--- config.mk ---
export PLATFORM = sky130hd
export DESIGN_NAME = lifo_rd_packer
export DESIGN_NICKNAME = d
export VERILOG_FILES = /design/src/rtl/lifo_pkg.sv /design/src/rtl/lifo_byte_lane_reg.sv /design/src/rtl/lifo_rd_packer.sv
export SDC_FILE = /design/constraint.sdc
export NUM_CORES = 1
export LEC_CHECK = 0
export ABC_AREA = 1
export CAP_MARGIN = 20
export CORE_MARGIN = 5
export CORE_UTILIZATION = 52
export CTS_CLUSTER_DIAMETER = 50
export DETAILED_ROUTE_END_ITERATION = 12
export PLACE_DENSITY = 0.85
export SYNTH_ARGS = -nofsm -noshare
export SYNTH_HDL_FRONTEND = slang
export SYNTH_SLANG_ARGS = --single-unit
export TNS_END_PERCENT = 5
--- constraint.sdc ---
create_clock -name clk -period 2.2 [get_ports clk]
set_input_delay 0.44 -clock clk [delete_from_list [all_inputs] [get_ports clk]]
set_output_delay 0.44 -clock clk [all_outputs]
set_load 0.01 [all_outputs]
--- src/rtl/lifo_pkg.sv ---
`default_nettype none
// ============================================================================
// Module      : lifo_pkg
// Description : Shared types and constants for the LIFO read-side packer.
// Revision    : 1.0 - initial release
// ============================================================================
package lifo_pkg;

    // Data width of the upstream 8-bit LIFO.
    localparam int BYTE_W = 8;

    // Packer control states.
    typedef enum logic [1:0] {
        FILL  = 2'd0,
        DRAIN = 2'd1,
        HOLD  = 2'd2
    } rd_state_t;

endpackage
`default_nettype wire

--- src/rtl/lifo_byte_lane_reg.sv ---
`default_nettype none
// ============================================================================
// Module      : lifo_byte_lane_reg
// Description : Word register made of byte lanes. A write lands in the lane
//               selected by idx_i; clear zeroes every lane at once.
// Revision    : 1.0 - initial release
// ============================================================================
module lifo_byte_lane_reg #(
    parameter int BYTES_PER_WORD = 4,
    parameter int BYTE_W         = 8,
    parameter int IDX_W          = 3
) (
    input  logic                             clk,
    input  logic                             rst,
    input  logic                             clr_i,
    input  logic                             wr_i,
    input  logic [IDX_W-1:0]                 idx_i,
    input  logic [BYTE_W-1:0]                byte_i,
    output logic [BYTES_PER_WORD*BYTE_W-1:0] word_o
);

    for (genvar gi = 0; gi < BYTES_PER_WORD; gi++) begin : g_lane
        logic [BYTE_W-1:0] lane_q;

        // Lane storage: clear wins over a capture so a finished word never leaks a byte.
        always_ff @(posedge clk or posedge rst) begin
            if (rst) begin
                lane_q <= '0;
            end else if (clr_i) begin
                lane_q <= '0;
            end else if (wr_i && (idx_i == IDX_W'(gi))) begin
                lane_q <= byte_i;
            end
        end

        assign word_o[gi*BYTE_W +: BYTE_W] = lane_q;
    end

endmodule
`default_nettype wire

--- src/rtl/lifo_rd_packer.sv ---
`default_nettype none
// ============================================================================
// Module      : lifo_rd_packer
// Description : Pops bytes from an 8-bit LIFO (one-cycle read latency) and
//               packs BYTES_PER_WORD of them into a word on a valid/ready
//               port. A flush pulse emits a partially filled word.
//               Optional macro LIFO_RD_STATS_EN adds word/flush counters.
// Revision    : 1.0 - initial release
// ============================================================================
module lifo_rd_packer
    import lifo_pkg::*;
#(
    parameter int BYTES_PER_WORD = 4,
    parameter int BYTE_W         = lifo_pkg::BYTE_W
) (
    input  logic                                     clk,
    input  logic                                     rst,
    input  logic                                     lifo_empty,
    input  logic [BYTE_W-1:0]                        lifo_data,
    output logic                                     lifo_rd_en,
    input  logic                                     flush,
    output logic [BYTE_W*BYTES_PER_WORD-1:0]         out_data,
    output logic [$clog2(BYTES_PER_WORD+1)-1:0]      out_bytes,
    output logic                                     out_valid,
    input  logic                                     out_ready,
    output logic                                     busy
`ifdef LIFO_RD_STATS_EN
    ,
    output logic [15:0]                              word_count,
    output logic [7:0]                               flush_count
`endif
);

    localparam int CNT_W = $clog2(BYTES_PER_WORD + 1);

    rd_state_t        state_q, state_d;
    logic [CNT_W-1:0] cnt_q, cnt_d;
    logic             pend_q, pend_d;
    logic             flush_req_q, flush_req_d;
    logic             out_valid_q, out_valid_d;

    logic             rd_req;
    logic             cap;
    logic             clr;
    logic             flush_hit;
    logic             handshake;
    logic [CNT_W:0]   inflight;

    // Bytes already captured plus the one still coming back from the LIFO.
    assign inflight  = {1'b0, cnt_q} + {{CNT_W{1'b0}}, pend_q};
    // A flush only matters when there is something to push out.
    assign flush_hit = flush && ((cnt_q != '0) || pend_q);
    assign handshake = out_valid_q && out_ready;

    // State and credit registers.
    always_ff @(posedge clk or posedge rst) begin
        if (rst) begin
            state_q     <= FILL;
            cnt_q       <= '0;
            pend_q      <= 1'b0;
            flush_req_q <= 1'b0;
            out_valid_q <= 1'b0;
        end else begin
            state_q     <= state_d;
            cnt_q       <= cnt_d;
            pend_q      <= pend_d;
            flush_req_q <= flush_req_d;
            out_valid_q <= out_valid_d;
        end
    end

    // Next-state, pop request and lane-capture control.
    always_comb begin
        state_d     = state_q;
        cnt_d       = cnt_q;
        pend_d      = 1'b0;
        flush_req_d = flush_req_q;
        out_valid_d = out_valid_q;
        rd_req      = 1'b0;
        cap         = 1'b0;
        clr         = 1'b0;

        case (state_q)
            FILL: begin
                // Never over-read: at most BYTES_PER_WORD bytes owned in total.
                rd_req = !lifo_empty
                         && (inflight < (CNT_W+1)'(BYTES_PER_WORD))
                         && !flush_req_q && !flush_hit;
                pend_d = rd_req;
                if (pend_q) begin
                    cap   = 1'b1;
                    cnt_d = cnt_q + CNT_W'(1);
                end
                if (pend_q && (cnt_q == CNT_W'(BYTES_PER_WORD - 1))) begin
                    // Word completes this cycle; a coincident flush adds nothing.
                    state_d     = HOLD;
                    out_valid_d = 1'b1;
                end else if (flush_hit) begin
                    flush_req_d = 1'b1;
                    if (pend_q) begin
                        state_d = DRAIN;
                    end else begin
                        state_d     = HOLD;
                        out_valid_d = 1'b1;
                    end
                end
            end

            DRAIN: begin
                // Pick up any byte still in flight, then present the word.
                if (pend_q) begin
                    cap   = 1'b1;
                    cnt_d = cnt_q + CNT_W'(1);
                end
                state_d     = HOLD;
                out_valid_d = 1'b1;
            end

            HOLD: begin
                if (handshake) begin
                    cnt_d       = '0;
                    clr         = 1'b1;
                    flush_req_d = 1'b0;
                    out_valid_d = 1'b0;
                    state_d     = FILL;
                end
            end

            default: begin
                state_d = FILL;
            end
        endcase
    end

    lifo_byte_lane_reg #(
        .BYTES_PER_WORD (BYTES_PER_WORD),
        .BYTE_W         (BYTE_W),
        .IDX_W          (CNT_W)
    ) u_lanes (
        .clk    (clk),
        .rst    (rst),
        .clr_i  (clr),
        .wr_i   (cap),
        .idx_i  (cnt_q),
        .byte_i (lifo_data),
        .word_o (out_data)
    );

    // The pop request is combinational, so hold it low while reset is asserted.
    assign lifo_rd_en = rd_req && !rst;
    assign out_valid  = out_valid_q;
    assign out_bytes  = out_valid_q ? cnt_q : '0;
    assign busy       = (cnt_q != '0) || pend_q || out_valid_q;

`ifdef LIFO_RD_STATS_EN
    logic [15:0] word_count_q;
    logic [7:0]  flush_count_q;

    // Handshake counters: total words wraps, flushed words saturates.
    always_ff @(posedge clk or posedge rst) begin
        if (rst) begin
            word_count_q  <= '0;
            flush_count_q <= '0;
        end else if (handshake) begin
            word_count_q <= word_count_q + 16'd1;
            if (flush_req_q && (flush_count_q != 8'hFF)) begin
                flush_count_q <= flush_count_q + 8'd1;
            end
        end
    end

    assign word_count  = word_count_q;
    assign flush_count = flush_count_q;
`endif

endmodule
`default_nettype wire

# Word level (Yosys, flattened, before mapping)
# Cells that the tools add are included.
[word_totals]
mem_bits_ro = 0
word_cells = 85
reg_bits = 40
mem_bits_rw = 0
out_inout_bits = 38
latch_bits = 0
memories = 0
input_bits = 13
[classes]
magnitude_cmp = 1
n_mux = 30
bitwise = 0
div_mod_pow = 0
addsub = 2
eq_ne = 11
n_mul = 0
shifts = 0
n_reduce_logical = 32
[op_table]
columns = ["operator", "n"]
rows = [
  ["2-to-1 mux 8 bit", 8],
  ["nonzero test 2 bit", 6],
  ["logical AND 1 bit", 11],
  ["2-to-1 mux 1 bit", 11],
  ["2-to-1 mux 3 bit", 3],
  ["2-to-1 mux 2 bit", 4],
  ["AND reduction 4 bit", 2],
  ["equality test 3 x 2 -> 1 bit (second input constant)", 2],
  ["inequality test 2 bit (second input constant)", 3],
  ["inequality test 3 bit (second input constant)", 2],
  ["case mux 2 bit (3 select lines)", 1],
  ["case mux 3 bit (2 select lines)", 1],
  ["nonzero test 3 bit", 2],
  ["adder 3 x 1 -> 4 bit", 1],
  ["logical NOT 1 bit", 4],
  ["< comparator 4 x 3 -> 1 bit (second input constant)", 1],
  ["adder 3 x 1 -> 3 bit (second input constant)", 1],
  ["equality test 3 x 1 -> 1 bit (second input constant)", 1],
  ["logical NOT 3 bit", 1],
  ["case mux 1 bit (3 select lines)", 1],
  ["AND reduction 3 bit", 1],
  ["equality test 2 x 1 -> 1 bit (second input constant)", 1],
  ["equality test 2 bit (second input constant)", 1],
  ["logical NOT 2 bit", 1],
  ["5 further kinds", 6],
]

# Longest topological paths before layout
[depth]
depth_word = 7
mapped_depth = 9
ltp_nobuf = 9

# Modules after synthesis
# From an unflattened synthesis, not the netlist that was laid out.
[unflattened]
cells_unflattened = 243
hier_area_um2 = 2048.2
[by_module_without_submodules]
columns = ["mod", "area_per_inst_um2", "seq_area_each_um2", "instances", "cells_each"]
rows = [
  ["lifo_byte_lane_reg", 1456.4, 800.8, 1, 166],
  ["lifo_rd_packer", 591.8, 200.2, 1, 77],
]

# Least setup slack after synthesis
# No wires, ideal clock.
[synth_timing]
path_type = "register to output"
start = "register cnt_q[0]"
end = "output port lifo_rd_en"
n_path_buf = 0
stages_incl_launch_ff = 7
arrival_time_ns = 1.215
required_ns = 1.760
setup_slack_ns = 0.545
path_cell_list = "dfrtp_1 > inv_1 > ha_1 > nand2_1 > nand2_1 > nand2_1 > nor3_1"
[synth_via]
elab_chain_len = 7
elab_cells_between_ends = 11
classes_between = "add/sub (1); order compare (1); mux (1); reduce/logical (8)"
[synth_rtl]
columns = ["item", "line", "source"]
rows = [
  ["start: declaration", "lifo_rd_packer.sv:37", "logic [CNT_W-1:0] cnt_q, cnt_d;"],
  ["start signal: assignment", "lifo_rd_packer.sv:65", "cnt_q <= cnt_d;"],
  ["adder 3 x 1 -> 4 bit / nonzero test 3 bit (equally long branches)", "lifo_rd_packer.sv:50, lifo_rd_packer.sv:52", ""],
  ["< comparator 4 x 3 -> 1 bit / logical OR 1 bit (equally long branches)", "lifo_rd_packer.sv:87, lifo_rd_packer.sv:52", ""],
  ["logical AND 1 bit, on equally long branches", "lifo_rd_packer.sv:87, lifo_rd_packer.sv:52", ""],
  ["logical AND 1 bit / logical NOT 1 bit (equally long branches)", "lifo_rd_packer.sv:88", "&& !flush_req_q && !flush_hit;"],
  ["logical AND 1 bit *", "lifo_rd_packer.sv:88", ""],
  ["2-to-1 mux 1 bit *", "lifo_rd_packer.sv:83", "case (state_q)"],
  ["logical AND 1 bit *", "lifo_rd_packer.sv:150", "assign lifo_rd_en = rd_req && !rst;"],
  ["end: declaration", "lifo_rd_packer.sv:20", "output logic lifo_rd_en,"],
]
# Mark *: on every way between the ends. The rest lies on a longest branch, timed or not.

# Worst setup path in the final report
[layout_timing]
start = "register cnt_q[0]"
end = "output port busy"
[layout_via]
elab_chain_len = 3
[layout_rtl]
columns = ["item", "line", "source"]
rows = [
  ["nonzero test 3 bit", "lifo_rd_packer.sv:153", "assign busy = (cnt_q != '0) || pend_q || out_valid_q;"],
  ["logical OR 1 bit (2 in a row)", "lifo_rd_packer.sv:153", ""],
  ["end: declaration", "lifo_rd_packer.sv:26", "output logic busy"],
]
# No other way between the ends.

==> run metrics <==
fill cell count 267; synthesized area per cell 10.1 um2; Multi-input gate area about 820 um2; status finished clean; Setup crit start kind flop; FP Rows 22; Hold Path Cell Cnt 2; crit-path cells inv_1 -> ha_1 -> nand2_1 -> or2_2 -> dlygate4sd2_1; pre-CTS WS -0.0994 ns; Syn Inst Count 191; most frequent cell after synthesis dfrtp_1; Clock Skew 0.00403 ns; grt ovf 0; die area 0.00505 mm2; top cells by area, synth dfrtp_1, o21ai_2, nand3_1; critical path type flop to primary output; top-area cell type share of the netlist area 51.6%; min Tclk post-route between 2 and 2.5 ns; worst r2r src state_q[0]$_DFFE_PP0P_; slack of the critical path about 0.15 ns; wirelength, routed 4500 um; initial drt markers 171; Worst EP required ~1.8 ns; RR Endpoint u_lanes.g_lane[3].lane_q[0]$_DFFE_PP0P_; cells on worst reg2reg path 7; Hold Crit Class flop to flop; via count 1,572; Lkg Pwr 1.22 nW; CP max FO 4; Slew Limit Fails 0; crit path buf inv count 2; Least-Margin Pin Slew a little under 0.5 ns; Starting Density 53.3%; Max Buffers Root-to-Sink 2; area delta synth->final 33.5%; Worst R2R Setup Slack about 0.46 ns; dpl cells between 200 and 300; IO Count ~50; pwr dens 1440 mW/mm2; first-pass GRT wire length 7400 um; Syn. warnings 0; antenna-violating nets left 0; Async SR Flop Fraction between 90% and 100%; f_max 488 MHz; CTS Buf Count 5; nature of the critical path endpoint primary output; share of cells above drive strength 1 21.1%; CTS tree yes; CTS hold repair buffers 0; slew margin rel. 67.4%; max-cap violation count 0; sequential element share of the synthesized area between 50% and 60%; Yosys reg bits 40; top_reg_cell synth dfrtp_1; cell accounting for the most synthesized area dfrtp_1; Die H 71.1 um; first-pass iteration count of the detailed router 4; GRT Resource Usage Total 18.8%; Die Wd 71.1 um; hold wc startpoint u_lanes.g_lane[3].lane_q[1]$_DFFE_PP0P_; Mapped Area approximately 0.0019 mm2; FF/Latch Area ~0.0010 mm2; largest net degree at the start of global routing 41; DR DRC count 0; Design Power 3.71 mW; Final nets 271; Max VDD drop 938 uV; CTS clk-pin slew, worst paths 0.07 ns; vias in the first global route 1,522; worst skew pair latency roughly 0.29 ns; CTS root buffer clkbuf_8; Antenna Cells 0; Final Hold Viols 0; Core Region 0.00363 mm2; clk sink count 40; crit-path leading delay family buffers and inverters; hpwl dp 3430 um; Synth cell types 21; Post-synth EDFFs 0; antenna violations before repair 0; syn_nets 212; Final Cycle Share about 93%; Post-synth top cells dfrtp_1, nand2_1, nand3_1; H-tree Lvls 2; RSZ-0062 raised after global routing no; Setup violations, final 0; post-route insts no fill roughly 300; port bufs 50; vias per cell 5.26; data arrival time of the worst path between 1.5 and 2 ns; gp weighted congestion around 0.85; Crit path largest cell delay between 0.3 and 0.4 ns; Routed WL per cell ~15 um; hold path endpoint u_lanes.g_lane[3].lane_q[1]$_DFFE_PP0P_; Crit-path slowest cell dfrtp_1
-- worst max-delay path by stage --
| stage | startpoint | to | slack (ns) | depth (start not counted) |
|---|---|---|---|---|
| finish | cnt_q[0]$_DFFE_PP0P_ | busy | 0.15 | 5 |
| floorplan | cnt_q[0]$_DFFE_PP0P_ | lifo_rd_en | 0.55 | 6 |
| detailed placement | lifo_empty | lifo_rd_en | -0.1 | 5 |
| global route | cnt_q[0]$_DFFE_PP0P_ | busy | 0.06 | 5 |
| CTS | cnt_q[1]$_DFFE_PP0P_ | lifo_rd_en | 0.09 | 7 |
| global placement | lifo_empty | lifo_rd_en | -0.01 | 5 |
-- final cells by class --
type                            count  area share [%]
Clock buffer                        5            2.66
Clock inverter                      3           0.725
Inverter                           14            2.03
Multi-Input combinational cell    130            31.9
Sequential cell                    40            38.7
Tap cell                           48            2.32
Timing Repair Buffer               59            21.7
-- sequential cells by signal, indices dropped and copies added (netlist names) --
signal                 flops
state_q                    2
u_lanes.g_lane.lane_q     32
flush_req_q                1
pend_q                     1
cnt_q                      3
out_valid                  1
-- worst min-delay path, cell delays in order, from the launching register on --
cell,delay (ns)
dfrtp_1,0.34
nand2_1,0.06
o21ai_2,0.05
-- per-stage QoR --
stage          hold slack (ns)  instance area (um2)  util, %  setup TNS [ns]
4_1_cts                  0.488                 2580     71.1               0
6_report                 0.480                 2590     71.2               0
5_1_grt                  0.511                 2590     71.2               0
2_1_floorplan            0.460                 1940        -               0
3_3_place_gp             0.470                 2500     68.8         -0.0146
3_5_place_dp             0.472                 2500     68.8         -0.0994
-- timing repair --
action	in CTS	in global routing
pin swaps	0	0
setup buffers	0	1
resized for setup	2	2
setup endpoints to repair	2	1
-- per-layer routing --
metal  vias to the layer above  global-route usage, %  wire, um
met5                         -                      0         0
met4                         0                   6.68       103
met3                        12                   4.26       214
met2                        52                   34.1      2460
met1                       741                   21.5      1720
li1                        767                      -         -
-- cell families after synthesis --
kind of cell    after synthesis  synth area share [%]
simple gates                 79                  22.1
compound gates               43                  15.2
flops                        40                  51.6
buf+inv                      21                  5.81
fa+ha+maj                     8                  5.16
-- power breakdown --
group	internal (mW)	switching (mW)	total [mW]
Combinational	0.966	0.968	1.93
Sequential	1.07	0.235	1.30
Clock	0.221	0.257	0.478
-- placed cells by master, fill, tap and decap left out, types with 4 or more instances in the layout --
cell type	synthesis	routed
buf_4	0	9
clkbuf_8	0	5
clkdlybuf4s50_1	0	48
dfrtp_1	40	40
ha_1	8	8
inv_1	13	13
nand2_1	34	34
nand2_4	4	4
nand3_1	26	26
nand3_2	7	7
o21ai_0	7	7
o21ai_1	13	13
o21ai_2	21	21
No activity file was read; power rests on OpenSTA's default activity.
